**src/rtl/pc_stack_if.sv**
```systemverilog
// pc_stack_if: command/status bundle between the control unit and pc_stack_unit.
//
// Commands (control unit -> pc_stack_unit):
//   write_pc   commit the next PC this cycle (one pulse per instruction)
//   branch     PC source: 00 pc+1, 01 imm_target, 10 imm_target if cond_flag, 11 reg_target
//   ret        with write_pc: load PC from the stack top (RET)
//   push       with write_pc: push pc+1 (CALL); without write_pc: push push_data (PUSH)
//   pop        without write_pc: move the stack top into pop_data (POP)
//   imm_target, reg_target, cond_flag, push_data  operands for the above
// Status (pc_stack_unit -> control unit / instruction memory):
//   pc, pop_data, stack_count, stack_empty, stack_full, overflow, underflow
//
// The RET command is carried on "ret" because "return" is a reserved word.
interface pc_stack_if #(
   parameter int PC_WIDTH    = 32,
   parameter int STACK_DEPTH = 8
) ();
   localparam int CNT_W = $clog2(STACK_DEPTH) + 1;

   logic                write_pc;
   logic [1:0]          branch;
   logic                ret;
   logic                push;
   logic                pop;
   logic [PC_WIDTH-1:0] imm_target;
   logic [PC_WIDTH-1:0] reg_target;
   logic                cond_flag;
   logic [PC_WIDTH-1:0] push_data;

   logic [PC_WIDTH-1:0] pc;
   logic [PC_WIDTH-1:0] pop_data;
   logic [CNT_W-1:0]    stack_count;
   logic                stack_empty;
   logic                stack_full;
   logic                overflow;
   logic                underflow;

   modport master (
      output write_pc, branch, ret, push, pop,
             imm_target, reg_target, cond_flag, push_data,
      input  pc, pop_data, stack_count, stack_empty, stack_full,
             overflow, underflow
   );

   modport slave (
      input  write_pc, branch, ret, push, pop,
             imm_target, reg_target, cond_flag, push_data,
      output pc, pop_data, stack_count, stack_empty, stack_full,
             overflow, underflow
   );
endinterface

```
**src/rtl/pc_stack_unit.sv**
```systemverilog
// pc_stack_unit: architectural PC plus a hardware return/data LIFO.
//
// Ports:
//   clk    core clock, all state updates on the rising edge
//   reset  synchronous, active-high; overrides every command in its cycle
//   bus    pc_stack_if.slave -- commands in, PC/stack status out
//
// At most one stack operation happens per cycle. Precedence:
//   write_pc=1: ret pops into pc (push ignored), else push is a CALL of pc+1;
//               pop is ignored.
//   write_pc=0: pop wins over push.
// Push on a full stack / pop on an empty stack leave the stack untouched and
// set the sticky overflow / underflow flags, which only reset clears.
module pc_stack_unit #(
   parameter int                  PC_WIDTH    = 32,
   parameter int                  STACK_DEPTH = 8,
   parameter logic [PC_WIDTH-1:0] RESET_PC    = '0
) (
   input logic        clk,
   input logic        reset,
   pc_stack_if.slave  bus
);
   localparam int PTR_W = $clog2(STACK_DEPTH);
   localparam int CNT_W = PTR_W + 1;

   logic [PC_WIDTH-1:0] stack_mem [STACK_DEPTH];
   logic [PC_WIDTH-1:0] pc_q;
   logic [PC_WIDTH-1:0] pop_data_q;
   logic [CNT_W-1:0]    count_q;
   logic                overflow_q;
   logic                underflow_q;

   logic                is_empty;
   logic                is_full;
   logic [PC_WIDTH-1:0] pc_inc;
   logic [PC_WIDTH-1:0] top;
   logic                do_ret;
   logic                do_call;
   logic                do_push;
   logic                do_pop;
   logic                push_req;
   logic                pop_req;
   logic                push_ok;
   logic                pop_ok;
   logic [PC_WIDTH-1:0] push_word;
   logic [PC_WIDTH-1:0] pc_next;

   assign is_empty = (count_q == '0);
   assign is_full  = (count_q == CNT_W'(STACK_DEPTH));
   assign pc_inc   = pc_q + 1'b1;   // wraps modulo 2^PC_WIDTH
   // Top entry sits one below the count; only meaningful when non-empty.
   assign top      = stack_mem[PTR_W'(count_q - 1'b1)];

   // Decode the single stack operation allowed this cycle.
   assign do_ret   = bus.write_pc & bus.ret;
   assign do_call  = bus.write_pc & bus.push & ~bus.ret;
   assign do_pop   = ~bus.write_pc & bus.pop;
   assign do_push  = ~bus.write_pc & bus.push & ~bus.pop;
   assign push_req = do_call | do_push;
   assign pop_req  = do_ret | do_pop;
   assign push_ok  = push_req & ~is_full;
   assign pop_ok   = pop_req & ~is_empty;
   assign push_word = do_call ? pc_inc : bus.push_data;

   // NOTE: every always_comb output gets a default first so no path leaves it
   // unassigned, which would otherwise infer a latch.
   always_comb begin
      pc_next = pc_inc;
      if (bus.ret) begin
         // RET on an empty stack falls through to pc+1.
         if (!is_empty) pc_next = top;
      end else begin
         case (bus.branch)
            2'b01:   pc_next = bus.imm_target;
            2'b10:   pc_next = bus.cond_flag ? bus.imm_target : pc_inc;
            2'b11:   pc_next = bus.reg_target;
            default: pc_next = pc_inc;
         endcase
      end
   end

   // NOTE: the stack storage has no reset -- its contents are don't-care after
   // reset, and count_q alone decides which entries are valid.
   always_ff @(posedge clk) begin
      if (!reset && push_ok) stack_mem[count_q[PTR_W-1:0]] <= push_word;
   end

   // NOTE: sequential state uses non-blocking assignments so every register
   // samples the pre-edge values, independent of statement order.
   always_ff @(posedge clk) begin
      if (reset) begin
         pc_q        <= RESET_PC;
         pop_data_q  <= '0;
         count_q     <= '0;
         overflow_q  <= 1'b0;
         underflow_q <= 1'b0;
      end else begin
         if (bus.write_pc) pc_q <= pc_next;
         if (do_pop && !is_empty) pop_data_q <= top;
         if (push_ok)      count_q <= count_q + 1'b1;
         else if (pop_ok)  count_q <= count_q - 1'b1;
         if (push_req && is_full)  overflow_q  <= 1'b1;
         if (pop_req && is_empty)  underflow_q <= 1'b1;
      end
   end

   assign bus.pc          = pc_q;
   assign bus.pop_data    = pop_data_q;
   assign bus.stack_count = count_q;
   assign bus.stack_empty = is_empty;
   assign bus.stack_full  = is_full;
   assign bus.overflow    = overflow_q;
   assign bus.underflow   = underflow_q;
endmodule

```
**src/flat_wrapper.sv**
```systemverilog
// flat-port wrapper written by rule: the top's interface ports become plain ports
module pc_stack_unit_flat 
#(
   parameter int                  PC_WIDTH    = 32,
   parameter int                  STACK_DEPTH = 8,
   parameter logic [PC_WIDTH-1:0] RESET_PC    = '0
)
  (clk, reset, bus_write_pc, bus_branch, bus_ret, bus_push, bus_pop, bus_imm_target, bus_reg_target, bus_cond_flag, bus_push_data, bus_pc, bus_pop_data, bus_stack_count, bus_stack_empty, bus_stack_full, bus_overflow, bus_underflow);
  pc_stack_if #(.PC_WIDTH(PC_WIDTH), .STACK_DEPTH(STACK_DEPTH)) bus_i ();
  input logic clk;
  input logic reset;
  input wire logic [$bits(bus_i.write_pc)-1:0] bus_write_pc;
  input wire logic [$bits(bus_i.branch)-1:0] bus_branch;
  input wire logic [$bits(bus_i.ret)-1:0] bus_ret;
  input wire logic [$bits(bus_i.push)-1:0] bus_push;
  input wire logic [$bits(bus_i.pop)-1:0] bus_pop;
  input wire logic [$bits(bus_i.imm_target)-1:0] bus_imm_target;
  input wire logic [$bits(bus_i.reg_target)-1:0] bus_reg_target;
  input wire logic [$bits(bus_i.cond_flag)-1:0] bus_cond_flag;
  input wire logic [$bits(bus_i.push_data)-1:0] bus_push_data;
  output wire logic [$bits(bus_i.pc)-1:0] bus_pc;
  output wire logic [$bits(bus_i.pop_data)-1:0] bus_pop_data;
  output wire logic [$bits(bus_i.stack_count)-1:0] bus_stack_count;
  output wire logic [$bits(bus_i.stack_empty)-1:0] bus_stack_empty;
  output wire logic [$bits(bus_i.stack_full)-1:0] bus_stack_full;
  output wire logic [$bits(bus_i.overflow)-1:0] bus_overflow;
  output wire logic [$bits(bus_i.underflow)-1:0] bus_underflow;
  assign bus_i.write_pc = bus_write_pc;
  assign bus_i.branch = bus_branch;
  assign bus_i.ret = bus_ret;
  assign bus_i.push = bus_push;
  assign bus_i.pop = bus_pop;
  assign bus_i.imm_target = bus_imm_target;
  assign bus_i.reg_target = bus_reg_target;
  assign bus_i.cond_flag = bus_cond_flag;
  assign bus_i.push_data = bus_push_data;
  assign bus_pc = bus_i.pc;
  assign bus_pop_data = bus_i.pop_data;
  assign bus_stack_count = bus_i.stack_count;
  assign bus_stack_empty = bus_i.stack_empty;
  assign bus_stack_full = bus_i.stack_full;
  assign bus_overflow = bus_i.overflow;
  assign bus_underflow = bus_i.underflow;
  pc_stack_unit #(.PC_WIDTH(PC_WIDTH), .STACK_DEPTH(STACK_DEPTH), .RESET_PC(RESET_PC)) u_core (.clk(clk), .reset(reset), .bus(bus_i));
endmodule
```
**config.mk**
```make
export PLATFORM = sky130hd
export DESIGN_NAME = pc_stack_unit_flat
export DESIGN_NICKNAME = d
export VERILOG_FILES = /design/src/rtl/pc_stack_if.sv /design/src/rtl/pc_stack_unit.sv /design/src/flat_wrapper.sv
export SDC_FILE = /design/constraint.sdc
export NUM_CORES = 1
export LEC_CHECK = 0
export CAP_MARGIN = 20
export CORE_AREA = 3 3 166 168
export DETAILED_ROUTE_END_ITERATION = 7
export DIE_AREA = 0 0 169 171
export HOLD_SLACK_MARGIN = 0.08
export PLACE_DENSITY_LB_ADDON = 0.05
export RECOVER_POWER = 25
export SETUP_SLACK_MARGIN = 0.3
export SYNTH_ARGS = -nofsm -noshare
export SYNTH_HDL_FRONTEND = slang
export SYNTH_SLANG_ARGS = --single-unit
```
**constraint.sdc**
```tcl
create_clock -name clk -period 5 [get_ports clk]
set_input_delay 0.5 -clock clk [delete_from_list [all_inputs] [get_ports clk]]
set_output_delay 0.5 -clock clk [all_outputs]
set_load 0.005 [all_outputs]
```
Word level (Yosys, flattened, before mapping)

Memories as Yosys holds them, arrays and structs flattened.
Cells that the tools add are included.

Equal/unequal tests: 4
Mux-type cells: 9
$add $sub $neg: 3
Reductions and logical operators: 8
Bitwise gates (word level): 15

Operators with widths:

| cell                                                | count |
|---|---|
| two-way mux 32 bit                                  | 4 |
| one-hot mux 32 bit (3 select lines)                 | 1 |
| adder 32 x 1 -> 32 bit, second input constant       | 1 |
| bitwise AND 1 bit                                   | 8 |
| two-way mux 4 bit                                   | 2 |
| NOT 1 bit                                           | 5 |
| adder 4 x 1 -> 4 bit, second input constant         | 1 |
| equality test 2 bit, second input constant          | 2 |
| equality test 4 bit, second input constant          | 1 |
| logical AND 1 bit                                   | 4 |
| logical NOT 4 bit                                   | 1 |
| subtractor 4 x 1 -> 4 bit, second input constant    | 1 |
| equality test 2 x 1 -> 1 bit, second input constant | 1 |
| logical NOT 1 bit                                   | 2 |
| two-way mux 1 bit                                   | 2 |
| OR 1 bit                                            | 2 |
| nonzero test 2 bit                                  | 1 |

RAM bits: 256
Register bits: 70
Output and inout bits: 72
Memories: 1
Logic and storage cells: 45
Bits of input ports: 105

Memories:

| name             | depth | bits a word | rd ports | clocked after Yosys merged registers in | wr ports | line                | text |
|---|---|---|---|---|---|---|---|
| u_core.stack_mem | 8     | 32          | 1        | 0                                       | 1        | pc_stack_unit.sv:26 | `logic [PC_WIDTH-1:0] stack_mem [STACK_DEPTH];` |

Depth between registers and ports, before layout

Depth after elaboration: 8
Mapped depth: 13
Depth with buffers taken out: 9

Worst setup path after synthesis

No wires, ideal clock.

Path kind: register to register
From: register u_core.count_q[0] (netlist: u_core.bus.stack_count[0])
To: memory u_core.stack_mem[1][0] (enable)
Data arrival time: 4,185 ps
Cell stages (with the launch flop): 11
Path slack: 354 ps
Required time: 4,539 ps
Buffers on the path: 3
Path through: dfxtp_1 -> buf_2 -> buf_2 -> buf_2 -> inv_1 -> ha_1 -> nand3b_1 -> nand3_1 -> nor2_1 -> nand2_1 -> nor3_1

Longest elaborated chain between the ends: 6

RTL lines:

| what                                    | line                 | text |
|---|---|---|
| start, declared                         | pc_stack_unit.sv:29  | `logic [CNT_W-1:0] count_q;` |
| start signal, assigned                  | pc_stack_unit.sv:100 | `if (push_ok) count_q <= count_q + 1'b1;` |
| start signal, assigned                  | pc_stack_unit.sv:101 | `else if (pop_ok) count_q <= count_q - 1'b1;` |
| equality test 4 bit                     | pc_stack_unit.sv:49  | `assign is_full = (count_q == CNT_W'(STACK_DEPTH));` |
| NOT 1 bit                               | pc_stack_unit.sv:61  | `assign push_ok = push_req & ~is_full;` |
| bitwise AND 1 bit                       | pc_stack_unit.sv:61  |  |
| logical AND 1 bit                       | pc_stack_unit.sv:85  | `if (!reset && push_ok) stack_mem[count_q[PTR_W-1:0]] <= push_word;` |
| two-way mux 1 bit                       | pc_stack_unit.sv:85  |  |
| two-way mux 1 bit (implied by the code) | pc_stack_unit.sv:85  |  |
| end, declared                           | pc_stack_unit.sv:26  |  |

Several ways; a longest one is shown, not always the timed one.

Worst setup path after layout

From: input port bus_ret
To: memory u_core.stack_mem[7][19] (data pin)

Longest elaborated chain between the ends: 3

RTL lines:

| what                     | line                | text |
|---|---|---|
| start, declared          | flat_wrapper.sv:14  | `input wire logic [$bits(bus_i.ret)-1:0] bus_ret;` |
| NOT 1 bit                | pc_stack_unit.sv:56 | `assign do_call = bus.write_pc & bus.push & ~bus.ret;` |
| bitwise AND 1 bit        | pc_stack_unit.sv:56 |  |
| two-way mux 32 bit       | pc_stack_unit.sv:63 | `assign push_word = do_call ? pc_inc : bus.push_data;` |
| net u_core.push_word[19] | pc_stack_unit.sv:45 | `logic [PC_WIDTH-1:0] push_word;` |

The timed path passes the listed nets, and every way through them passes these cells.

==> metrics <==
Max Fclk about 230 MHz; Clk Latency, worst-skew pair just over 0.5 ns; Worst path slowest cell clkbuf_1; Initial Utilization roughly 56%; post-synthesis simple-gate area fraction roughly 10%; Seq cells post-synth between 300 and 400; Die W about 170 µm; main combinational cell family by area after synthesis multiplexers; Placer Congestion just over 0.9; # port buffers approximately 180; skew final 0.0140 ns; Synth Instances around 1,100; postcts setup bufs 0; post-detail-place hpwl roughly 29 mm; Rows slightly below 60; CTS tree built; Power per Cell Area between 400 and 500 nW/µm²; Static Leakage a little over 6 nW; via count about 10,000; period utilization between 80% and 90%; Antenna Violating Nets Remaining 0; Finished Cell Area around 18,000 µm²; multi-input logic area around 5100 µm²; number of global-route vias before repair between 10,000 and 15,000; Seq/Total Area, Yosys between 60 and 70%; multiplexer share of the synthesized area 12.5%; fill count around 1,900; syn avg cell area around 13 µm²; Hold Path Class register to register; Congestion Overflow GR 0; clock buffer depth 3; Final Util between 60 and 70%; top-count cell post-synth edfxtp_1; fin cells roughly 1,600; Min Clock Period, post-route around 4.3 ns; run status complete, but fails checks; total wire length 43.0 mm; Setup Viol. Count Final 0; number of library cell types mapped by synthesis around 70; Synth Net Count around 1,200; worst-path fanout max 39; largest net degree at the start of global routing 60; die footprint about 29,000 µm²; normalized max-slew margin -23.1%; # IOs around 180; Core Area roughly 26,000 µm²; max-slew violation count 54; crit start category primary input; Cell Count Post-Placement ~1,500; share of cells above drive strength 1 a little over an eighth; area share of the largest cell type after synthesis a little over half; RSZ-0062 raised after global routing no; failing checks max-capacitance violations, max-slew violations; CP max stage delay roughly 1.4 ns; Worst EP required 5.06 ns; initial DRC count 1,328; XOR/XNOR share of the synthesized area 2.09%; global-route wire length before repair around 64 mm; quantity of gates resized following cts 0; Post-CTS Hold Buffers 0; Critical Path AT about 4.4 ns; Inserted Clock Buffers 34; Commonest cells post-synth edfxtp_1, nand2_1, nor2_1, dfxtp_1, mux4_2; CP endpoint kind register; final hold vios 0; hold_ws 0.493 ns; cell taking the most area after synthesis edfxtp_1; initial antenna violation count 1; Detailed Routing Iterations Pass 1 5; final net count 1,359; Post-synth EDFFs about 260; synth top area cells edfxtp_1, mux4_2, dfxtp_1, nand2_1, nor2_1; Syn. warnings 0; Synth Area in Adders 0.257%; max cap viols 2; kind of critical path primary input to register; worst-path cell chain dlygate4sd3_1 -> buf_4 -> nor2_1 -> nand2_1 -> clkbuf_1 -> o21ai_0; DR WL/cell 26.7 µm; ys async rst share 0%; Reg clk slew, reported paths about 0.060 ns; Remaining DRCs 0; sequential cell area just over 9000 µm²; CTS sink cnt about 330; area grow syn2layout 22.2%; vias per inst around 6.4; # H-tree levels 2; most common flop cell mapped by yosys edfxtp_1; Die Y ~170 µm; Setup TNS 0 ns; Clock Tree Root clkbuf_16; worst-margin pin slew between 1.5 and 2 ns; Peak VDD IR roughly 0.43 mV; Synth Area in Compound Gates around 10%; cell area after placement 16,700 µm²; GRT Overall Usage between 20% and 30%; Post-Syn Area 14,600 µm²
-- metal layers --
metal  vias up  track usage [%]  part of all wire [%]
met3        80             6.01                   9.2
li1       4557                -                     -
met4         0             9.81                   2.8
met1      5155             42.2                    41
met2       552             47.5                    47
met5         -                0                     0
-- cells in the final DEF (no fill, tap or decap), types with 17 or more instances in the layout --
master,netlist,final
edfxtp_1,256,256
clkdlybuf4s50_1,0,102
nand2_1,98,98
nor2_1,85,80
dlygate4sd3_1,0,73
dfxtp_1,70,69
mux4_2,64,64
a21oi_1,60,59
o21ai_0,58,58
clkbuf_16,0,37
a211oi_1,33,33
nand3_1,31,31
mux2i_1,31,31
buf_4,5,26
and3_1,17,17
xor2_1,17,17
-- flip-flops by register name, indices dropped and copies added (netlist names) --
| signal | cells |
|---|---|
| u_core.bus.stack_count | 4 |
| u_core.bus.underflow | 1 |
| u_core.bus.overflow | 1 |
| u_core.stack_mem | 256 |
| u_core.bus.pop_data | 32 |
| u_core.bus.pc | 32 |
-- path summary, 6_finish.rpt --
check / endpoint / slack, ns / cells after the start / start
worst max-delay path: u_core.stack_mem[7][19] / 0.67 / 6 / bus_ret
worst min-delay path: u_core.bus.pop_data[26] / 0.49 / 2 / u_core.bus.pop_data[26]
worst max register to register: u_core.stack_mem[4][6] / 0.82 / 8 / u_core.bus.stack_count[0]
worst min register to register: u_core.bus.pop_data[26] / 0.49 / 2 / u_core.bus.pop_data[26]
-- logic make-up after synthesis --
logic type / count (synthesis)
AO/OA/AOI/OAI: 234
XOR/XNOR: 34
adder cells (fa/ha/maj): 3
buffers and inverters: 88
flip-flops: 326
multiplexers: 101
AND/OR/NAND/NOR: 299
-- power breakdown --
group          switching (mW)  internal (mW)  total, mW
registers               0.333           3.20       3.53
logic                    1.40           1.19       2.59
clock network            1.01           1.55       2.55
-- layout make-up --
| type | count | area share (%) |
|---|---|---|
| tap | 335 | 2.35 |
| clock buffer | 47 | 5.57 |
| inverter | 12 | 0.253 |
| multi-input combinational | 671 | 28.9 |
| antenna | 1 | 0.0140 |
| clock inverter | 15 | 0.835 |
| sequential | 326 | 51.0 |
| timing repair buffer | 206 | 11.1 |
-- worst max-delay path, delay by kind of cell --
kind            cells  cell delay (ns)
buf+inv             3             2.37
simple gates        2             0.74
compound gates      1             0.76
-- per-stage QoR --
stage               setup WS [ns]  power [mW]
finish                      0.668        8.68
global route                0.444        9.04
CTS                         0.927        8.78
detailed placement           1.38        6.23
global placement             1.46        6.20
floorplan                   0.354        5.13
Note: power is estimated with default switching activity, not from simulation.
